`src/rtl/fetch_unit_if.sv`:
```
// fetch_unit_if: memory bus and decoder-facing signals of the fetch stage
interface fetch_unit_if #(
  parameter int ADDR_SIZE = 16,
  parameter int DATA_SIZE = 8
);
  logic [ADDR_SIZE-1:0] addr_bus, pc, pc_load_val;
  logic [DATA_SIZE-1:0] d_bus, instruction, imm_lo, imm_hi;
  logic [1:0] t_cycle, imm_cnt;
  logic rd, m1t1, cb_prefix, instr_valid, hold, pc_load;
  modport master (
    input d_bus, hold, imm_cnt, pc_load, pc_load_val,
    output addr_bus, rd, t_cycle, m1t1, instruction, cb_prefix, imm_lo, imm_hi, instr_valid, pc
  );
  modport slave (
    output d_bus, hold, imm_cnt, pc_load, pc_load_val,
    input addr_bus, rd, t_cycle, m1t1, instruction, cb_prefix, imm_lo, imm_hi, instr_valid, pc
  );
endinterface

```
`src/rtl/fetch_unit.sv`:
```
// fetch_unit: 4-T-state opcode/immediate fetch feeding the decoder; FETCH_CB_PREFIX_EN enables the CB page
module fetch_unit #(
  parameter int ADDR_SIZE = 16,
  parameter int DATA_SIZE = 8,
  parameter logic [ADDR_SIZE-1:0] RESET_PC = '0
) (
  input logic clk,
  input logic rst_n,
  fetch_unit_if.master bus
);
  typedef enum logic [2:0] {
    S_OPCODE = 3'd0,
`ifdef FETCH_CB_PREFIX_EN
    S_CB = 3'd1,
`endif
    S_IMM1 = 3'd2,
    S_IMM2 = 3'd3,
    S_HOLD = 3'd4
  } state_t;
  state_t state, state_nx;
  logic run, done, t3, t4;
  logic [1:0] t_cycle;
  logic [ADDR_SIZE-1:0] pc;
  logic [DATA_SIZE-1:0] instruction, imm_lo, imm_hi;
  // run delays T1 of the first M-cycle to the first edge after reset release
  assign t3 = run && t_cycle == 2'd2;
  assign t4 = run && t_cycle == 2'd3;
  always_comb begin
    done = 1'b0;
    state_nx = S_IMM1;
    case (state)
`ifdef FETCH_CB_PREFIX_EN
      S_OPCODE: begin
        done = instruction != DATA_SIZE'('hCB) && bus.imm_cnt == 2'd0;
        state_nx = instruction == DATA_SIZE'('hCB) ? S_CB : S_IMM1;
      end
      S_CB: done = 1'b1;
`else
      S_OPCODE: done = bus.imm_cnt == 2'd0;
`endif
      S_IMM1: begin
        done = !bus.imm_cnt[1];
        state_nx = S_IMM2;
      end
      S_IMM2: done = 1'b1;
      default: state_nx = S_HOLD;
    endcase
    if (done || bus.pc_load || state == S_HOLD) state_nx = bus.hold ? S_HOLD : S_OPCODE;
    if (!t4) state_nx = state;
  end
  always_ff @(posedge clk or negedge rst_n)
    if (!rst_n) begin
      state <= S_OPCODE;
      run <= 1'b0;
      t_cycle <= 2'd0;
      pc <= RESET_PC;
      instruction <= '0;
      imm_lo <= '0;
      imm_hi <= '0;
    end else begin
      state <= state_nx;
      run <= 1'b1;
      if (run) t_cycle <= t_cycle + 2'd1;
      if (t4 && (bus.pc_load || state != S_HOLD)) pc <= bus.pc_load ? bus.pc_load_val : pc + ADDR_SIZE'(1);
      if (t3 && state == S_OPCODE) instruction <= bus.d_bus;
`ifdef FETCH_CB_PREFIX_EN
      if (t3 && state == S_CB) instruction <= bus.d_bus;
`endif
      if (t3 && state == S_IMM1) imm_lo <= bus.d_bus;
      if (t3 && state == S_IMM2) imm_hi <= bus.d_bus;
    end
`ifdef FETCH_CB_PREFIX_EN
  logic cb_prefix;
  always_ff @(posedge clk or negedge rst_n)
    if (!rst_n) cb_prefix <= 1'b0;
    else if (t3 && state == S_OPCODE) cb_prefix <= 1'b0;
    else if (t3 && state == S_CB) cb_prefix <= 1'b1;
  assign bus.cb_prefix = cb_prefix;
`else
  assign bus.cb_prefix = 1'b0;
`endif
  assign bus.addr_bus = pc;
  assign bus.pc = pc;
  assign bus.rd = run && state != S_HOLD && t_cycle != 2'd3;
  assign bus.m1t1 = run && state == S_OPCODE && t_cycle == 2'd0;
  assign bus.t_cycle = t_cycle;
  assign bus.instruction = instruction;
  assign bus.imm_lo = imm_lo;
  assign bus.imm_hi = imm_hi;
  assign bus.instr_valid = t4 && done;
endmodule

```
`src/flat_wrapper.sv`:
```
// flat-port wrapper written by rule: the top's interface ports become plain ports
module fetch_unit_flat 
#(
  parameter int ADDR_SIZE = 16,
  parameter int DATA_SIZE = 8,
  parameter logic [ADDR_SIZE-1:0] RESET_PC = '0
)
  (clk, rst_n, bus_d_bus, bus_hold, bus_imm_cnt, bus_pc_load, bus_pc_load_val, bus_addr_bus, bus_rd, bus_t_cycle, bus_m1t1, bus_instruction, bus_cb_prefix, bus_imm_lo, bus_imm_hi, bus_instr_valid, bus_pc);
  fetch_unit_if #(.ADDR_SIZE(ADDR_SIZE), .DATA_SIZE(DATA_SIZE)) bus_i ();
  input logic clk;
  input logic rst_n;
  input wire logic [$bits(bus_i.d_bus)-1:0] bus_d_bus;
  input wire logic [$bits(bus_i.hold)-1:0] bus_hold;
  input wire logic [$bits(bus_i.imm_cnt)-1:0] bus_imm_cnt;
  input wire logic [$bits(bus_i.pc_load)-1:0] bus_pc_load;
  input wire logic [$bits(bus_i.pc_load_val)-1:0] bus_pc_load_val;
  output wire logic [$bits(bus_i.addr_bus)-1:0] bus_addr_bus;
  output wire logic [$bits(bus_i.rd)-1:0] bus_rd;
  output wire logic [$bits(bus_i.t_cycle)-1:0] bus_t_cycle;
  output wire logic [$bits(bus_i.m1t1)-1:0] bus_m1t1;
  output wire logic [$bits(bus_i.instruction)-1:0] bus_instruction;
  output wire logic [$bits(bus_i.cb_prefix)-1:0] bus_cb_prefix;
  output wire logic [$bits(bus_i.imm_lo)-1:0] bus_imm_lo;
  output wire logic [$bits(bus_i.imm_hi)-1:0] bus_imm_hi;
  output wire logic [$bits(bus_i.instr_valid)-1:0] bus_instr_valid;
  output wire logic [$bits(bus_i.pc)-1:0] bus_pc;
  assign bus_i.d_bus = bus_d_bus;
  assign bus_i.hold = bus_hold;
  assign bus_i.imm_cnt = bus_imm_cnt;
  assign bus_i.pc_load = bus_pc_load;
  assign bus_i.pc_load_val = bus_pc_load_val;
  assign bus_addr_bus = bus_i.addr_bus;
  assign bus_rd = bus_i.rd;
  assign bus_t_cycle = bus_i.t_cycle;
  assign bus_m1t1 = bus_i.m1t1;
  assign bus_instruction = bus_i.instruction;
  assign bus_cb_prefix = bus_i.cb_prefix;
  assign bus_imm_lo = bus_i.imm_lo;
  assign bus_imm_hi = bus_i.imm_hi;
  assign bus_instr_valid = bus_i.instr_valid;
  assign bus_pc = bus_i.pc;
  fetch_unit #(.ADDR_SIZE(ADDR_SIZE), .DATA_SIZE(DATA_SIZE), .RESET_PC(RESET_PC)) u_core (.clk(clk), .rst_n(rst_n), .bus(bus_i));
endmodule
```
`config.mk`:
```
export PLATFORM = sky130hd
export DESIGN_NAME = fetch_unit_flat
export DESIGN_NICKNAME = d
export VERILOG_FILES = /design/src/rtl/fetch_unit_if.sv /design/src/rtl/fetch_unit.sv /design/src/flat_wrapper.sv
export SDC_FILE = /design/constraint.sdc
export NUM_CORES = 1
export LEC_CHECK = 0
export ABC_AREA = 1
export ABC_CLOCK_PERIOD_IN_PS = 2290
export CORE_MARGIN = 5
export CORE_UTILIZATION = 41
export DETAILED_ROUTE_END_ITERATION = 16
export PLACE_DENSITY = 0.83
export SETUP_SLACK_MARGIN = 0.1
export SLEW_MARGIN = 40
export SYNTH_ARGS = -nofsm -noshare
export SYNTH_HDL_FRONTEND = slang
export SYNTH_SLANG_ARGS = --single-unit
```
`constraint.sdc`:
```
create_clock -name clk -period 2.29 [get_ports clk]
set_input_delay 0.3435 -clock clk [delete_from_list [all_inputs] [get_ports clk]]
set_output_delay 0.3435 -clock clk [all_outputs]
set_load 0.01 [all_outputs]
```
==> metrics.txt, run 1 <==
status=complete, no violations; reported max-cap violation count=0; Slew headroom=60.3%; Final Net Count=454; number of synthesized register bits=46; number of distinct library cells after synthesis=29; Post-route DRC=0; Logic pwr share=51.7%; layout cells sized above 1=8.08%; Pleak=0.00171 uW; largest net degree at the start of global routing=47; Mean Syn Cell Area=7.58 sq um; grt total ovfl=0; n_diodes=0; Initial Util=41.5%; Max Freq=492 MHz; Hold Worst Slack=134 ps; die area=8010 sq um; RSZ-0062 raised after global routing=false; clock edge transition at the registers on the reported setup and hold paths=90 ps; clock share of power=13.1%; clk sinks=46; CP Class=reg2out; Main synth FF type=dfrtp_1; Final period util=88.7%; Yosys warnings=0; fillcell total=596; critical path arrival=1690 ps; Setup violations, final=0; Final Hold Fails=0; Vias=2404; GR Util met2=29.8%; Critical Path End Type=primary output; async set-reset flop share out of synthesis=100%; core area=6240 sq um; max-slew violations=0; critical path required time=1950 ps; busiest grt layer=met2; fin area=3560 sq um; Max H-tree Level=2; Psw=1790 uW; GRT met3 Usage=7.19%; Post-synth EDFFs=0; Die Wd=89.5 um; CTS Buf Count=5; M1 GR Usage=20.2%; Internal=2810 uW; vias in the first global route=2355; gp weighted congestion=0.877; wire per inst=13.2 um; Netlist Area Pre-Place=2590 sq um; Setup TNS=0 ps; drt total wl=6.57 mm; startpoint types=flop; I/O pin total=92; clock tree buffer depth=2; number of antenna violations at the first check in global routing=0; worst vdd ir=0.000663 V; Post-DRT Antenna Nets=0; Worst-Margin Slew=596 ps; register share of total power=35.1%; I/O Buffers=90; Via density=4.83; post-synthesis instance total=342; Tmin final=2030 ps; DR iter-0 viols=94; row count=29; clk root buf=clkbuf_8; Post-DP HPWL=4.92 mm; Sw Ratio=39.0%; TritonRoute pass-1 iters=5; Total GRT Usage=17.3%; clk_lat worst skew=290 ps; global-route wire length before repair=10.9 mm; Area Overhead vs Synth=37.5%; PD cells=1290 nW/um^2; dpl cell area=3430 sq um; syn nets=376; die height=89.5 um; Hold WC Path Type=in2async; Final Skew=4.39 ps; Seq/Total Area, Yosys=44.4%; CTS Hold Buffers Added=0; crit-path max FO=4; CTS tree=built
registers in the layout (all words and copies together), names as in the netlist:
register,cells
u_core.bus.imm_hi,8
u_core.bus.addr_bus,16
u_core.run,1
u_core.bus.imm_lo,8
u_core.bus.t_cycle,2
u_core.bus.instruction,8
u_core.state,3
cells in the mapped netlist (2+ instances only):
| master | number | area, sq um |
|---|---|---|
| a21oi_1 | 2 | 10.0 |
| buf_2 | 3 | 15.0 |
| buf_4 | 19 | 143 |
| buf_6 | 2 | 22.5 |
| clkbuf_1 | 2 | 7.51 |
| conb_1 | 2 | 7.51 |
| dfrtp_1 | 46 | 1150 |
| ha_1 | 4 | 50.1 |
| inv_1 | 34 | 128 |
| inv_2 | 3 | 11.3 |
| nand2_1 | 100 | 375 |
| nand3_1 | 15 | 75.1 |
| nand3_2 | 4 | 40.0 |
| nand4_1 | 4 | 25.0 |
| nor2_1 | 42 | 158 |
| nor2_2 | 3 | 18.8 |
| o21ai_0 | 25 | 125 |
| o21ai_1 | 15 | 75.1 |
| o21ai_2 | 2 | 17.5 |
| xnor2_1 | 2 | 17.5 |
| xor2_1 | 5 | 43.8 |
final cells by class:
type                    count  area (sq um)  share of cell area, %
repair buffers             97           951                   26.7
well taps                  77          96.3                   2.70
multi-input cells         233          1110                   31.3
inverters                  37           139                   3.90
clock buffers               6          72.6                   2.04
clock inverters             2          37.5                   1.05
flip-flops and latches     46          1150                   32.4
final timing paths:
kind	slack (ps)	endpoint	start	cells after the start
setup / recovery	260	bus_m1t1	u_core.bus.t_cycle[0]	5
hold / removal	130	u_core.bus.t_cycle[1]	rst_n	2
setup reg to reg	730	u_core.bus.addr_bus[8]	u_core.bus.t_cycle[0]	8
hold reg to reg	500	u_core.bus.imm_hi[6]	u_core.bus.imm_hi[6]	2
max in group asynchronous	1720	u_core.state[0]	rst_n	2
min in group clk	500	u_core.bus.imm_hi[6]	u_core.bus.imm_hi[6]	2
per-layer routing:
layer  vias to the layer above  routed length (um)
met5                         -                   0
met4                         0                  25
li1                       1205                   -
met1                      1113                2540
met3                         4                 683
met2                        82                3320
logic make-up after synthesis:
kind of cell               count (synthesis)  share of synthesized area [%]
AOI/OAI and AO/OA                         49                           10.6
xor gates and xnor gates                   7                           2.36
adders and majority gates                  4                           1.93
buffers and inverters                     63                           12.6
DFF                                       46                           44.4
other                                      2                          0.290
and+or+nand+nor                          171                           27.8
power groups by stage:
stage	logic (uW)	registers (uW)	clock network [uW]
4_1_cts	2390	1620	621
2_1_floorplan	1110	1720	0
3_3_place_gp	2280	1610	0
6_report	2380	1620	604
5_1_grt	2650	1690	669
3_5_place_dp	2360	1630	0
critical path, cell delays in order, from the launching register on:
cell	delay [ps]
dfrtp_1	420
inv_1	110
ha_1	150
nand2_1	40
nor2_1	110
clkdlybuf4s50_1	560
cells in the final DEF (no fill, tap or decap), drive strengths merged, types with 2 or more instances in the layout:
cell             n
nand4            4
o21ai           43
conb             2
clkbuf           6
nand3           19
inv             37
clkdlybuf4s50   88
a21oi            2
xnor2            2
o21bai           2
nand2          102
nor2            46
ha               4
buf              8
dfrtp           46
xor2             5
metrics by stage:
step	power [uW]	instances	worst slack [ps]	utilization (%)
floorplan	2830	342	900	-
global placement	3890	487	310	54.9
detailed placement	3980	487	277	54.9
CTS	4630	496	186	56.8
global route	5010	498	132	57.1
finish	4600	498	259	57.1
what timing repair did:
item / CTS / global route
setup endpoints to repair: 1 / 1
gates resized for setup: 0 / 3
buffers inserted: 1 / 2
pin swaps: 1 / 0
No activity file was read; power rests on OpenSTA's default activity.
==> run 2: changes to the inputs <==
--- a/config.mk
+++ b/config.mk
@@ -5,12 +5,13 @@
 export SDC_FILE = /design/constraint.sdc
 export NUM_CORES = 1
 export LEC_CHECK = 0
-export ABC_AREA = 1
-export ABC_CLOCK_PERIOD_IN_PS = 2290
+export ABC_AREA = 0
+export ABC_CLOCK_PERIOD_IN_PS = 2600
 export CORE_MARGIN = 5
 export CORE_UTILIZATION = 41
 export DETAILED_ROUTE_END_ITERATION = 16
-export PLACE_DENSITY = 0.83
+export GPL_ROUTABILITY_DRIVEN = 0
+export PLACE_DENSITY = 0.84
 export SETUP_SLACK_MARGIN = 0.1
 export SLEW_MARGIN = 40
 export SYNTH_ARGS = -nofsm -noshare
==> constraint.sdc (replaced) <==
create_clock -name clk -period 2.6 [get_ports clk]
set_input_delay 0.39 -clock clk [delete_from_list [all_inputs] [get_ports clk]]
set_output_delay 0.39 -clock clk [all_outputs]
set_load 0.01 [all_outputs]
==> metrics.txt, run 2 <==
most common cell after layout, fill and taps aside=clkdlybuf4s50_1 (was nand2_1); clock edge transition at the registers on the reported setup and hold paths=90 ps (about the same); Via density=5.38 (was 4.83); wire per inst=17.0 um (was 13.2 um); synth top area cells=dfrtp_1 46%, mux2_2 7.2%, buf_4 5.4% (was dfrtp_1 44%, nand2_1 14%, nor2_1 6.1%); Final Hold Fails=0 (unchanged); startpoint types=flop (unchanged); Post-CTS Repair Setup Buffers=0 (was 1); reported max-cap violation count=0 (unchanged); critical path required time=2210 ps (was 1950 ps); Post-route DRC=0 (unchanged); Die Wd=88.4 um (was 89.5 um); biggest area consumer among synthesized cells=dfrtp_1 (unchanged); clock tree buffer depth=2 (unchanged); most frequent cells in the layout=89 x clkdlybuf4s50_1, 46 x dfrtp_1, 16 x mux2_2 (was 100 x nand2_1, 88 x clkdlybuf4s50_1, 44 x dfrtp_1); TritonRoute pass-1 iters=4 (was 5); Resized cells post-CTS=0 (unchanged); Setup violations, final=0 (unchanged); clk_lat worst skew=290 ps (about the same); worst vdd ir=0.000423 V (was 0.000663 V); fillcell total=529 (was 596); Max H-tree Level=2 (unchanged); critical path arrival=1880 ps (was 1690 ps); most frequent cells after synthesis=46 x dfrtp_1, 18 x buf_4, 16 x mux2_2 (was 100 x nand2_1, 46 x dfrtp_1, 42 x nor2_1); crit-path max FO=11 (was 4); Post-DRT Antenna Nets=0 (unchanged); Total GRT Usage=17.2% (was 17.3%); grt total ovfl=0 (unchanged); CP Class=reg2out (unchanged); row count=28 (was 29); Setup TNS=0 ps (unchanged); number of flip-flops in the largest register=16 (unchanged); Netlist Area Pre-Place=2520 sq um (was 2590 sq um); I/O pin total=92 (unchanged); number of antenna violations at the first check in global routing=0 (unchanged); layout cells sized above 1=14.2% (was 8.08%); Mean Syn Cell Area=10.9 sq um (was 7.58 sq um); largest net degree at the start of global routing=34 (was 47); clk root buf=clkbuf_8 (unchanged); max-slew violations=0 (unchanged); n_diodes=0 (unchanged); syn nets=265 (was 376); global-route wire length before repair=10.5 mm (was 10.9 mm); Pleak=0.00142 uW (was 0.00171 uW); share of the synthesized area in the top cell type=45.7% (was 44.4%); pre-CTS setup slack=452 ps (was 277 ps); Seq/Total Area, Yosys=45.7% (was 44.4%); Critical Path End Type=primary output (unchanged); Hold WC Path Type=in2async (unchanged); Final Net Count=335 (was 454); Area Overhead vs Synth=36.0% (was 37.5%); DR iter-0 viols=97 (was 94); drt total wl=6.42 mm (was 6.57 mm); RSZ-0062 raised after global routing=false (unchanged); clk sinks=46 (unchanged); Slew headroom=59.4% (was 60.3%); CTS tree=built (unchanged); CTS Buf Count=5 (unchanged); Final Skew=6.60 ps (was 4.39 ps); PD cells=1100 nW/um^2 (was 1290 nW/um^2); Post-DP HPWL=4.84 mm (was 4.92 mm); final setup margin=328 ps (was 259 ps); Initial Util=42.3% (was 41.5%); Main synth FF type=dfrtp_1 (unchanged); die area=7810 sq um (was 8010 sq um); I/O Buffers=90 (unchanged); core area=5960 sq um (was 6240 sq um); Yosys warnings=0 (unchanged); CTS Hold Buffers Added=0 (unchanged); status=complete, no violations (unchanged); Final period util=87.4%; Max Freq=440 MHz; Worst-Margin Slew=608 ps (was 596 ps); cell with the most instances after synthesis=dfrtp_1 (was nand2_1); number of distinct library cells after synthesis=53 (was 29); Tmin final=2270 ps; Post-synth EDFFs=0 (unchanged); Vias=2030 (was 2404); async set-reset flop share out of synthesis=100% (unchanged); die height=88.4 um (was 89.5 um); number of synthesized register bits=46 (unchanged); post-synthesis instance total=231 (was 342); vias in the first global route=2019 (was 2355)
==> run 2: final timing paths <==
| path | start | endpoint | slack, ps | cells after the start |
|---|---|---|---|---|
| max in group asynchronous | rst_n | u_core.bus.imm_hi[4] | 1810 | 2 |
| min | rst_n | u_core.bus.addr_bus[5] | 60 | 1 |
| min reg2reg | u_core.bus.imm_lo[7] | u_core.bus.imm_lo[7] | 510 | 1 |
| min in group clk | u_core.bus.imm_lo[7] | u_core.bus.imm_lo[7] | 510 | 1 |
| max | u_core.state[0] | bus_rd | 330 | 3 |
| max reg2reg | u_core.bus.t_cycle[0] | u_core.bus.addr_bus[7] | 700 | 6 |
==> run 2: power breakdown <==
part	internal, uW	switching (uW)
Sequential	1040	363
Clock	288	248
Combinational	1120	725
Total	2440	1340
==> run 2: cell type report <==
type | instances | area, sq um | share of cell area [%]
clock inverters | 3 | 43.8 | 1.28
clock buffers | 5 | 68.8 | 2.01
multi-input cells | 152 | 1140 | 33.2
inverters | 3 | 11.3 | 0.329
flip-flops and latches | 46 | 1150 | 33.6
well taps | 75 | 93.8 | 2.74
repair buffers | 93 | 918 | 26.8
==> run 2: through the flow <==
step | power, uW | std cells | hold WS [ps] | area (sq um) | util [%]
after floorplan | 2350 | 231 | 94.4 | 2520 | -
after global placement | 3200 | 369 | 401 | 3310 | 55.6
after detailed placement | 3270 | 369 | 408 | 3310 | 55.6
after CTS | 3820 | 377 | 79.1 | 3420 | 57.5
after global routing | 4030 | 377 | 99.4 | 3420 | 57.5
final | 3780 | 377 | 64.0 | 3420 | 57.5
==> run 2: worst max-delay path, cell delays in order (launching register included) <==
cell             delay [ps]
dfrtp_1                 520
nor3b_1                 450
nor3b_1                 100
clkdlybuf4s50_1         520
==> run 2: cells by family (layout without fill, tap and decap cells) <==
logic type	after synthesis	in the layout	share of synthesized area (%)
adder cells (fa/ha/maj)	4	4	1.99
AO/OA/AOI/OAI	51	51	13.4
other	2	2	0.298
multiplexers	28	28	13.5
AND/OR/NAND/NOR	66	66	15.7
flip-flops	46	46	45.7
XOR/XNOR	1	1	0.348
buffers and inverters	33	104	9.09
==> run 2: layer usage <==
metal,global-route usage [%],wire length (um),part of all wire [%]
met4,3.98,48,0.75
met1,22.5,2670,42
met5,0,0,0
met3,3.35,273,4.3
met2,29.4,3430,53
